===== config.mk =====
export PLATFORM = sky130hd
export DESIGN_NAME = if_fetch_stage
export DESIGN_NICKNAME = d
export VERILOG_FILES = /design/src/rtl/if_fetch_stage.sv
export SDC_FILE = /design/constraint.sdc
export NUM_CORES = 1
export LEC_CHECK = 0
export ABC_AREA = 0
export CAP_MARGIN = 20
export CORE_MARGIN = 2
export CORE_UTILIZATION = 40
export DETAILED_ROUTE_END_ITERATION = 16
export PLACE_DENSITY = 0.74
export SLEW_MARGIN = 20
export SYNTH_ARGS = -nofsm -noshare
export SYNTH_HDL_FRONTEND = slang
export SYNTH_SLANG_ARGS = --single-unit

===== constraint.sdc =====
create_clock -name clk -period 2.2 [get_ports clk]
set_input_delay 0.22 -clock clk [delete_from_list [all_inputs] [get_ports clk]]
set_output_delay 0.22 -clock clk [all_outputs]
set_load 0.1 [all_outputs]

===== src/rtl/if_fetch_stage.sv =====
// rtl/if_fetch_stage.sv - PC owner, ROM driver and IF/ID register with valid/ready handoff to decode.
// Optional misaligned-redirect trap enabled by defining IFU_MISALIGN_CHECK_EN.
module if_fetch_stage #(
  parameter int                     PC_WIDTH = 64,
  parameter logic [PC_WIDTH-1:0]    RESET_PC = 'h8000_0000,
  parameter int                     PC_STEP  = 4
) (
  input  logic                clk,
  input  logic                rst_n,
  output logic                rom_ce,
  output logic [PC_WIDTH-1:0] rom_addr,
  input  logic [31:0]         rom_inst,
  input  logic                redirect_valid,
  input  logic [PC_WIDTH-1:0] redirect_pc,
  output logic                id_valid,
  input  logic                id_ready,
  output logic [PC_WIDTH-1:0] id_pc,
  output logic [31:0]         id_inst,
  output logic                fetch_misalign
);

  typedef enum logic [1:0] {
    S_IDLE = 2'd0,
    S_RUN  = 2'd1,
    S_HALT = 2'd2
  } state_t;

  state_t              state;
  logic [PC_WIDTH-1:0] pc;
  logic                valid_q;
  logic                load;
  logic                take_redirect;

  assign rom_ce   = (state == S_RUN);
  assign rom_addr = {2'b00, pc[PC_WIDTH-1:2]};
  assign id_valid = valid_q & ~redirect_valid;
  assign load     = ~valid_q | id_ready;

  // HALT is terminal, so redirects arriving there are dropped.
  assign take_redirect = redirect_valid && (state != S_HALT);

`ifdef IFU_MISALIGN_CHECK_EN
  logic misalign_q;
  assign fetch_misalign = misalign_q;
`else
  assign fetch_misalign = 1'b0;
`endif

  always_ff @(posedge clk or negedge rst_n) begin
    if (!rst_n) begin
      state   <= S_IDLE;
      pc      <= RESET_PC;
      valid_q <= 1'b0;
      id_pc   <= '0;
      id_inst <= '0;
`ifdef IFU_MISALIGN_CHECK_EN
      misalign_q <= 1'b0;
`endif
    end else if (take_redirect) begin
      // Flush: the IF/ID payload is left stale but masked by valid_q=0.
      pc      <= redirect_pc;
      valid_q <= 1'b0;
      if (state == S_IDLE) begin
        state <= S_RUN;
      end
`ifdef IFU_MISALIGN_CHECK_EN
      if (redirect_pc[1:0] != 2'b00) begin
        state      <= S_HALT;
        misalign_q <= 1'b1;
      end
`endif
    end else begin
      case (state)
        S_IDLE: state <= S_RUN;
        S_RUN: begin
          if (load) begin
            id_pc   <= pc;
            id_inst <= rom_inst;
            valid_q <= 1'b1;
            pc      <= pc + PC_WIDTH'(PC_STEP);
          end
        end
        S_HALT:  valid_q <= 1'b0;
        default: state <= S_IDLE;
      endcase
    end
  end

endmodule

# Word-level counts from Yosys, hierarchy flattened

Index checks and enable logic that the tools add are counted.

Order comparisons: 0
Reductions and logical operators: 10
$add $sub $neg: 1
Equality and inequality tests: 6
Shift operators: 0
$mul: 0
Muxes and demuxes: 9
Bitwise logic cells: 5
Div/mod/pow operators: 0

Operator list:

| cell                    | count |
|---|---|
| $mux W64                | 3 |
| $add A64 B3 Y64 const B | 1 |
| $reduce_and A2 Y1       | 3 |
| $mux W2                 | 2 |
| $ne A2 B1 Y1 const B    | 2 |
| $pmux W2 S2             | 1 |
| $reduce_bool A2 Y1      | 2 |
| $ne A3 B1 Y1 const B    | 1 |
| $not A1 Y1              | 3 |
| $reduce_and A3 Y1       | 1 |
| $reduce_bool A3 Y1      | 1 |
| $eq A2 B1 Y1 const B    | 1 |
| $eq A2 B2 Y1 const B    | 1 |
| $logic_not A2 Y1        | 1 |
| $mux W1                 | 2 |
| $ne A2 B2 Y1 const B    | 1 |
| $pmux W1 S2             | 1 |
| $reduce_or A2 Y1        | 1 |
| $and A1 B1 Y1           | 1 |
| $logic_and A1 B1 Y1     | 1 |
| $or A1 B1 Y1            | 1 |

Memories: 0
Input port bits: 100
Bits in registers: 163
Bits in latches: 0
Bits in read-only memories: 0
Output and inout port bits: 163
Logic and storage cells: 36
Bits in writable memories: 0

# Longest topological paths before layout

Gate-level depths: netlist of the first run.

Depth in word-level cells: 5
Depth in mapped cells: 8
Depth with buffers taken out: 6

# Least setup slack after synthesis of the first run

Ideal clock, no wire load.

Path kind: register to register
Start point: reg state[0]
End point: reg id_inst[30]
Cell stages (with the launch flop): 7
Path slack: -0.536 ns
Required time: 2.075 ns
Data arrival time: 2.610 ns
Buffers on the path: 3
Setup time: 0.125 ns
Period minus slack after synthesis: 2.736 ns
Path through: dfrtp_1 > clkbuf_1 > nand2_1 > nor2_1 > clkbuf_1 > buf_1 > mux2_2

Word-level cells in the longest chain between the ends: 4
Elaborated cells between the ends (all ways): 5
Those cells by class: eq/ne (2); bitwise (1); reduce/logical (2)

RTL lines:

| element                       | line | source |
|---|---|---|
| from (decl)                   | 28   | `state_t state;` |
| from (signal assigned)        | 51   | `state <= S_IDLE;` |
| from (signal assigned)        | 64   | `state <= S_RUN;` |
| from (signal assigned)        | 74   | `S_IDLE: state <= S_RUN;` |
| $ne A2 B2 Y1                  | 40   | `assign take_redirect = redirect_valid && (state != S_HALT);` |
| $logic_and A1 B1 Y1           | 40   |  |
| $not A1 Y1 (no line)          | --   |  |
| $reduce_and A3 Y1 (no line) * | --   |  |
| to (signal assigned)          | 78   | `id_inst <= rom_inst;` |
| to (decl)                     | 18   | `output logic [31:0] id_inst,` |

Mark *: on every way between the ends. The rest lies on a longest branch, timed or not.
A chain may end at the register's enable or synchronous reset.

# Worst setup path in the final report of the first run

Start point: reg pc[2]
End point: reg pc[52]

Word-level cells in the longest chain between the ends: 4

RTL lines:

| element                | line | source |
|---|---|---|
| from (decl)            | 29   | `logic [PC_WIDTH-1:0] pc;` |
| from (signal assigned) | 61   | `pc <= redirect_pc;` |
| from (signal assigned) | 80   | `pc <= pc + PC_WIDTH'(PC_STEP);` |
| $add A64 B3 Y64        | 80   |  |
| $mux W64               | 76   | `if (load) begin` |
| $mux W64               | 73   | `case (state)` |
| $mux W64               | 59   | `end else if (take_redirect) begin` |

No other way between the ends. The select of a mux whose other input is x is not followed.

==> summary.txt, run 1 <==
Routing
  • DR DRC count: 0
  • WL final: ~23 mm
  • Vias: just under 7,000
  • DRT antenna net count: 0
  • DR vias/cell: 5.212
  • Average wire per standard cell: 18.07 um
  • Drt first pass iters: 5
  • Initial DRC count: 440

Layout
  • Area of the multi-input gates: roughly 0.0035 mm2
  • FF+latch area: approximately 0.0041 mm2
  • Fill cells: between 1,500 and 2,000
  • Final net count: 1,119
  • Utilization after layout: 0.5847
  • Layout cells sized above 1: 0.3938
  • Area delta synth->final: 42.36%

STA
  • Crit path time final: 2.288 ns
  • RSZ-0062 raised after global routing: yes
  • Clock Skew: around 0.014 ns
  • Final setup viols: 5
  • Final worst setup slack: -0.08827 ns
  • Final Cycle Share: 1.040
  • Final Hold Vio Count: 0
  • Setup Total Neg Slack: -0.2780 ns
  • Min Hold Slack: roughly 0.23 ns
  • Final Max Slew Viols: 0
  • F_max: ~440 MHz

Global route
  • Largest net degree at the start of global routing: 57
  • All-Layer GR Usage: 0.2178
  • Initial antenna violation count: 1
  • First-pass GRT wire length: between 30 and 40 mm
  • Gr ovfl total: 0
  • Number of global-route vias before repair: 6,683

Clock tree
  • H-tree levels: 4
  • CTS tree: yes
  • Clk_lat worst skew: 0.44 ns
  • Number of CTS-inserted buffers: 17
  • CTS root buffer: clkbuf_16
  • Clk buf depth: 2
  • Clk sink count: ~160
  • Clock slew at reported path FFs: around 0.070 ns

Synthesis
  • Syn Area/Cell: approximately 11 um2
  • Synth area leader: dfrtp_1
  • Post-Synthesis Cell Area: ~0.0080 mm2
  • Top_reg_cell synth: dfrtp_1
  • Unique masters post-synth: just over 40
  • Top post-synthesis cells by count: 161 x dfrtp_1, 101 x mux2_2, 65 x buf_4, 61 x nand2_1, 46 x o21ai_0
  • Async set or reset register ratio after synthesis: 1.000
  • Number of enable flip-flop cells after synthesis: 0
  • Seq/Total Area, Yosys: 0.5040
  • Synth Warn #: 0
  • Top cell type's share of synthesized area: 0.5007
  • Post-Syn Instances: 744
  • Top-count cell post-synth: dfrtp_1
  • Seq cells post-synth: between 150 and 200
  • Top post-synthesis cells by area: dfrtp_1 50%, mux2_2 14%, buf_4 6.1%

Setup path
  • Worst EP required: roughly 2.6 ns
  • Crit. End Element: flop
  • Critical path class: flop to flop
  • Arrival @ worst endpoint: 2.65 ns
  • Worst Setup Start Kind: flop
  • Worst-path fanout max: 11

Power and ir drop
  • P_leak: approximately 5 nW
  • Peak VDD IR: about 0.61 mV
  • Power Density: between 1000 and 1500 mW/mm2

Run status
  • Failing checks: setup timing
  • Status: complete, but fails checks

Place
  • DPL Wire Length: roughly 18 mm
  • GPL Wtd Cong: approximately 0.90
  • Port Buffers: approximately 260
  • Place WS: -0.1788 ns

Die
  • Die X: roughly 150 um
  • DIE HEIGHT: roughly 150 um
  • Ports: roughly 260
  • Initial Util: 0.4107
  • Core area: 0.01959 mm2
  • FP Rows: 51
  • DIE AREA: approximately 0.021 mm2

Worst hold path
  • Worst Hold Class: primary input to flop

Flow run
  • Max Cap Viol: 0
==> layout by cell type (no fill, tap or decap), types with 18 or more instances in the layout <==
master	n
o21ai_0	43
nor2_1	36
mux2_2	101
xnor2_1	21
a31oi_1	22
nand4_1	29
nand2_1	61
nand3_1	28
dfrtp_1	160
and3_1	18
buf_4	236
clkdlybuf4s50_1	97
==> state kept, by name (all words and copies together) (netlist names) <==
signal / flops
id_pc: 64
pc: 64
id_inst: 32
state: 1
valid_q: 1
==> timing repair <==
| item | in CTS | in global routing |
|---|---|---|
| hold endpoints to repair | 31 | 0 |
| buffers inserted | 3 | 7 |
| setup endpoints to repair | 11 | 23 |
| gates resized for setup | 3 | 24 |
| hold buffers | 1 | 0 |
| pin swaps | 9 | 16 |
==> routing by layer <==
layer  track usage  routed length, um  vias to the layer above
li1              -                  -                     3176
met1        0.2872               9984                     3271
met2        0.3547              11340                      274
met3       0.05580               1636                       39
met4       0.06422                467                        0
met5             0                  0                        -
==> per-stage QoR <==
stage,total power [mW],instance area [um2],instances
2_1_floorplan,8.053,8064,746
3_3_place_gp,9.283,10640,1253
3_5_place_dp,9.337,10640,1253
4_1_cts,12.48,11300,1289
5_1_grt,12.83,11450,1297
6_report,12.42,11450,1297
==> final cells by class <==
type | count | share of cell area
Inverter | 6 | 0.001966
Sequential cell | 162 | 0.3543
Multi-Input combinational cell | 482 | 0.3025
Antenna cell | 1 | 0.0002185
Tap cell | 265 | 0.02895
Clock inverter | 11 | 0.01333
Clock buffer | 21 | 0.04020
Timing Repair Buffer | 349 | 0.2585
==> where the power goes <==
part	leakage, nW	internal, mW	switching, mW
registers	1.91	3.45	0.308
logic	2.66	1.29	4.25
clock network	0.290	1.86	1.26
total	4.86	6.60	5.82
==> final timing paths <==
| path | start | end | slack [ns] | cells past startpoint |
|---|---|---|---|---|
| min | redirect_valid | pc[48]$_DFFE_PN0N_ | 0.23 | 3 |
| max reg2reg | pc[2]$_DFFE_PN0N_ | pc[52]$_DFFE_PN0N_ | -0.09 | 7 |
| min reg2reg | pc[1]$_DFFE_PN0P_ | pc[1]$_DFFE_PN0P_ | 0.51 | 1 |
| min in group asynchronous | rst_n | id_pc[50]$_DFFE_PN0P_ | 0.24 | 2 |
| max in group asynchronous | rst_n | pc[31]$_DFFE_PN1N_ | 1.15 | 3 |
| max | pc[2]$_DFFE_PN0N_ | pc[52]$_DFFE_PN0N_ | -0.09 | 7 |
==> cell families after synthesis <==
kind of cell,after synthesis,synth area share
mux,102,0.1426
buf+inv,102,0.07899
simple gates,256,0.1726
xor+xnor,35,0.03810
other cells,2,0.0009333
fa+ha+maj,1,0.001555
compound gates,84,0.06127
flops,162,0.5040
==> critical path: stages, from the launching register on <==
cell and delay (ns):
dfrtp_1 0.35, ha_2 0.19, nand4_1 0.11, or4_4 0.45, or3_4 0.34, buf_6 0.15, or4_4 0.47, a31oi_1 0.17
(Power assumes the default switching activity.)
==> inputs of run 2 (changes only) <==
Settings changed: CORE_UTILIZATION 40 to 42, CTS_CLUSTER_DIAMETER from default to 100, PLACE_DENSITY 0.74 to 0.77.
==> run 2 against run 1 <==
Effect of this change: the flow still finishes with violations (setup timing); total power rose by 0.49%; global-route usage is 0.78 points higher; first-iteration DRC count is 29% higher; sequential cell count unchanged; non-clock buffer count grew 8; wire length is 2.3% higher; combinational power about the same.
==> summary.txt, run 2 (synthesis results as in run 1) <==
STA
  • Clock Skew: approximately 0.013 ns
  • Slew HR: 0.5826
  • Min Hold Slack: between 0.15 and 0.2 ns
  • Crit path time final: ~2.4 ns
  • Final Cycle Share: 1.070
  • Final worst setup slack: -0.1544 ns
  • Worst-margin pin slew: approximately 0.63 ns
  • Final setup viols: 10
  • RSZ-0062 raised after global routing: yes
  • Final Hold Vio Count: 0
  • Final Max Slew Viols: 0
  • F_max: between 400 and 500 MHz

Clock tree
  • CTS tree: yes
  • Clock slew at reported path FFs: around 0.06 ns
  • Clk buf depth: 2
  • Clk_lat worst skew: ~0.43 ns
  • H-tree levels: 4
  • CTS root buffer: clkbuf_16
  • Clk sink count: around 160
  • Number of CTS-inserted buffers: 17

Layout
  • Final net count: between 1,000 and 1,500
  • # diodes: 0
  • Area delta synth->final: 44.46%
  • Commonest cells after routing, fill and taps aside: 242 x buf_4, 160 x dfrtp_1, 100 x mux2_2
  • Most common cell after layout, fill and taps aside: buf_4
  • Fill cells: between 1,500 and 2,000
  • Layout cells sized above 1: 0.4062
  • Area of the multi-input gates: approximately 0.0036 mm2
  • Top Registers: id_pc x64, pc x64, id_inst x32
  • FF+latch area: a little over 0.004 mm2

Routing
  • DRT antenna net count: 0
  • Initial DRC count: roughly 570
  • Vias: about 7,000
  • DR vias/cell: 5.507
  • Drt first pass iters: 5
  • WL final: ~24 mm
  • DR DRC count: 0
  • Average wire per standard cell: ~19 um

Setup path
  • Worst-path cell with the longest stage delay: or4_4
  • Crit. End Element: flop
  • Worst EP required: about 2.5 ns
  • Worst-path fanout max: 7
  • Arrival @ worst endpoint: 2.69 ns
  • Worst Setup Start Kind: flop
  • Slowest stage delay, CP: between 0.5 and 0.6 ns
  • Critical path class: flop to flop
  • Crit-path cells: ha_2 -> nand4_1 -> or4_4 -> or3_4 -> or4_1 -> a31oi_1

Global route
  • First-pass GRT wire length: roughly 36 mm
  • All-Layer GR Usage: 0.2256
  • Gr ovfl total: 0
  • Largest net degree at the start of global routing: 56
  • Number of global-route vias before repair: roughly 6,800
  • Initial antenna violation count: 0

Die
  • DIE AREA: approximately 0.020 mm2
  • DIE HEIGHT: about 140 um
  • Initial Util: 0.4287
  • FP Rows: 50
  • Core area: 0.01877 mm2
  • Ports: 263
  • Die X: 142.4 um

Place
  • DPL Wire Length: 17.33 mm
  • GPL Wtd Cong: 0.9394
  • Place WS: -0.1776 ns
  • Port Buffers: around 260

Run status
  • Status: complete, but fails checks
  • Failing checks: setup timing

Flow run
  • Max Cap Viol: 0

Power and ir drop
  • Peak VDD IR: between 0.7 and 0.8 mV
  • Tot Pwr: about 12 mW
  • Power Density: ~1100 mW/mm2
  • P_leak: approximately 5.0 nW

Worst hold path
  • Worst Hold Class: primary input to flop
run 2: worst max-delay path, delay by kind of cell, from the launching register on:
family / cells / cell delay (ns)
and+or+nand+nor: 4 / 1.53
adders and majority gates: 1 / 0.19
AOI/OAI and AO/OA: 1 / 0.18
DFF: 1 / 0.36
run 2: layout make-up:
cell class	instances	area share
multi-input combinational	483	0.3080
sequential	162	0.3492
timing repair buffer	357	0.2614
clock inverter	7	0.01033
inverter	6	0.001938
clock buffer	24	0.04403
tap	234	0.02519
run 2: report_power, final:
part	total (mW)	switching, mW	internal, mW
logic	5.57	4.26	1.31
clock network	3.15	1.18	1.97
registers	3.76	0.311	3.45
total	12.5	5.76	6.72
run 2: per-layer routing:
metal / global-route usage / wire length (um)
met1: 0.2897 / 9609
met2: 0.3694 / 11710
met3: 0.06023 / 2029
met4: 0.08025 / 632
met5: 0 / 0
run 2: final timing paths:
path | slack (ns) | to | from | cells after the start
max in group asynchronous | 1.14 | id_inst[10]$_DFFE_PN0P_ | rst_n | 3
max reg2reg | -0.15 | pc[52]$_DFFE_PN0N_ | pc[3]$_DFFE_PN0N_ | 6
min | 0.16 | pc[26]$_DFFE_PN0N_ | redirect_valid | 2
max | -0.15 | pc[52]$_DFFE_PN0N_ | pc[3]$_DFFE_PN0N_ | 6
min in group asynchronous | 0.34 | id_pc[53]$_DFFE_PN0P_ | rst_n | 2
min reg2reg | 0.51 | id_pc[56]$_DFFE_PN0P_ | id_pc[56]$_DFFE_PN0P_ | 1
run 2: metrics by stage:
step | cells | utilization | cell area [um2] | TNS (ns)
finish | 1273 | 0.6193 | 11620 | -0.9313
global route | 1273 | 0.6193 | 11620 | -1.713
CTS | 1258 | 0.6017 | 11290 | -0.2635
detailed placement | 1219 | 0.5637 | 10580 | -0.9895
global placement | 1219 | 0.5637 | 10580 | -0.6404
floorplan | 746 | - | 8064 | -0.4779
run 2: timing repair:
action                                  CTS  global route
hold buffers                              1             0
pin swaps                                 6            31
resized for setup                         5            45
buffers inserted                          7            14
cloned                                    0             2
endpoints found under the hold margin    52             0
endpoints found under the setup margin   11            29
==> inputs of run 3 (changes only) <==
Settings changed: CORE_ASPECT_RATIO from default to 0.8, RECOVER_POWER from default to 100.
Clock period 2.2 ns to 1.9 ns, I/O delays scaled along.
==> run 3 against run 2 <==
Effect of this change: the run still ends with setup timing left; critical path depth increased by 1; wire length increased by 8.6%; first-iteration DRC count increased by 16%; final cell count increased by 7.0%; sequential share of layout area decreased by 1.3 points; setup slack got worse by 0.30 ns; largest power group unchanged.
==> summary.txt, run 3 (synthesis results as in run 1) <==
Place
  • Port Buffers: about 260
  • Post-Place Cells: approximately 1,300
  • DPL Wire Length: about 19 mm
  • GPL Wtd Cong: 0.9087

Power and ir drop
  • P_int: between 7 and 8 mW
  • P_leak: 5.303 nW
  • Clock share of power: 0.248
  • Switch share: 0.4781
  • Seq pwr share: 0.305
  • Power Density: ~1200 mW/mm2
  • Gate power share: 0.447
  • Sw power: 6.790 mW
  • Peak VDD IR: about 1.1 mV

Global route
  • All-Layer GR Usage: 0.2516
  • Gr ovfl total: 0
  • Initial antenna violation count: 0
  • First-pass GRT wire length: 39.62 mm
  • Largest net degree at the start of global routing: 50
  • Number of global-route vias before repair: roughly 7,000

Layout
  • Layout Cells excl Fill: between 1,000 and 1,500
  • Fill cells: about 1,500
  • # diodes: 0
  • Utilization after layout: 0.6396
  • Final net count: 1,192
  • Commonest cells after routing, fill and taps aside: 160 x dfrtp_1, 146 x clkbuf_2, 112 x buf_4
  • Most common cell after layout, fill and taps aside: dfrtp_1
  • Area delta synth->final: 49.93%
  • Layout cells sized above 1: 0.4438
  • FF+latch area: between 0.004 and 0.005 mm2
  • Area of the multi-input gates: around 0.0037 mm2
  • Top Registers: id_pc x64, pc x64, id_inst x32

Routing
  • Vias: between 7,000 and 8,000
  • DR vias/cell: roughly 5.4
  • DR DRC count: 0
  • Average wire per standard cell: around 19 um
  • WL final: about 26 mm
  • Initial DRC count: 661
  • DRT antenna net count: 0
  • Drt first pass iters: 5

Worst hold path
  • Worst Hold Class: primary input to flop

Clock tree
  • CTS tree: yes
  • Clk buf depth: 2
  • Clock slew at reported path FFs: roughly 0.06 ns
  • CTS root buffer: clkbuf_16
  • H-tree levels: 4
  • Number of CTS-inserted buffers: 17
  • Clk sink count: 162
  • Clk_lat worst skew: 0.43 ns

STA
  • Slew HR: 0.2764
  • Final Hold Vio Count: 0
  • Crit path time final: 2.354 ns
  • RSZ-0062 raised after global routing: yes
  • Final Cycle Share: 1.239
  • Worst-margin pin slew: approximately 1.1 ns
  • Clock Skew: around 0.010 ns
  • F_max: about 420 MHz
  • Final worst setup slack: -0.4538 ns
  • Final Max Slew Viols: 0
  • Final setup viols: approximately 140

Die
  • DIE HEIGHT: between 100 and 150 um
  • DIE AREA: between 0.02 and 0.025 mm2
  • FP Rows: 45
  • Initial Util: 0.4266
  • Core area: around 0.019 mm2
  • Die X: around 160 um
  • Ports: ~260

Setup path
  • Worst Setup Start Kind: flop
  • R2r setup slk: -0.45 ns
  • Worst EP required: 2.25 ns
  • Critical path class: flop to flop
  • Crit. End Element: flop
  • Arrival @ worst endpoint: ~2.7 ns
  • Worst-path fanout max: 3

Run status
  • Failing checks: setup timing
  • Status: complete, but fails checks

Flow run
  • Max Cap Viol: 0
-- run 3: cell count changes in the layout (fill, tap and decap cells not counted), sizes merged --
| cell | delta |
|---|---|
| clkbuf | +169 |
| buf | -105 |
| clkinv | +2 |
| clkinvlp | +2 |
| bufinv | -1 |
| inv | -1 |
| or3 | -1 |
-- run 3: what timing repair did --
| item | CTS | global route |
|---|---|---|
| hold endpoints to repair | 39 | 0 |
| resized for setup | 61 | 34 |
| hold buffers | 1 | 0 |
| gates cloned | 0 | 1 |
| buffers inserted | 15 | 11 |
| pin swaps | 26 | 25 |
| endpoints found under the setup margin | 37 | 101 |
-- run 3: final cells by class --
| type | count | share of cell area |
|---|---|---|
| Clock inverter | 9 | 0.008504 |
| Sequential cell | 162 | 0.3364 |
| Clock buffer | 23 | 0.04128 |
| Timing Repair Buffer | 422 | 0.2754 |
| Inverter | 6 | 0.001867 |
| Multi-Input combinational cell | 482 | 0.3098 |
| Tap cell | 258 | 0.02676 |
-- run 3: metal layers --
metal  GRT usage  vias up  routed length [um]
met2      0.3930      345               12290
met3     0.07538       38                2214
met5           0        -                   0
li1            -     3328                   -
met1      0.3411     3641               11080
met4     0.07447        0                 446
-- run 3: worst max-delay path: stages, from the launching register on --
cell and delay, ns:
dfrtp_1 0.37, ha_2 0.19, nand4_1 0.11, or4_4 0.45
buf_6 0.15, or4_4 0.50, or3_1 0.35, a31oi_1 0.16
-- run 3: path summary, 6_finish.rpt --
path | start | depth (start not counted) | endpoint
hold reg to reg | pc[0]$_DFFE_PN0P_ | 1 | pc[0]$_DFFE_PN0P_
setup / recovery | pc[3]$_DFFE_PN0N_ | 7 | pc[56]$_DFFE_PN0N_
setup reg to reg | pc[3]$_DFFE_PN0N_ | 7 | pc[56]$_DFFE_PN0N_
max in group asynchronous | rst_n | 3 | state[0]$_DFFE_PN0P_
min in group asynchronous | rst_n | 2 | id_inst[6]$_DFFE_PN0P_
hold / removal | redirect_pc[37] | 3 | pc[37]$_DFFE_PN0N_
-- run 3: metrics by stage --
stage               hold WS [ns]  power [mW]  TNS [ns]  setup slack, ns  instance area [um2]
floorplan                -0.1056       9.338    -3.536          -0.4330                 8147
global placement          0.1410       10.94    -25.85          -0.4798                11320
detailed placement        0.1431       11.02    -29.21          -0.5414                11320
CTS                       0.2510       14.61    -7.251          -0.4477                12330
global route              0.3105       14.68    -38.37          -0.5351                12060
finish                    0.3130       14.20    -24.60          -0.4538                12060
-- run 3: power by group through the flow --
stage / sequential [mW] / combinational [mW] / clock, mW
2_1_floorplan: 7.45 / 1.89 / 0
3_3_place_gp: 4.35 / 6.58 / 0
3_5_place_dp: 4.39 / 6.63 / 0
4_1_cts: 4.33 / 6.69 / 3.58
5_1_grt: 4.41 / 6.54 / 3.73
6_report: 4.33 / 6.35 / 3.52
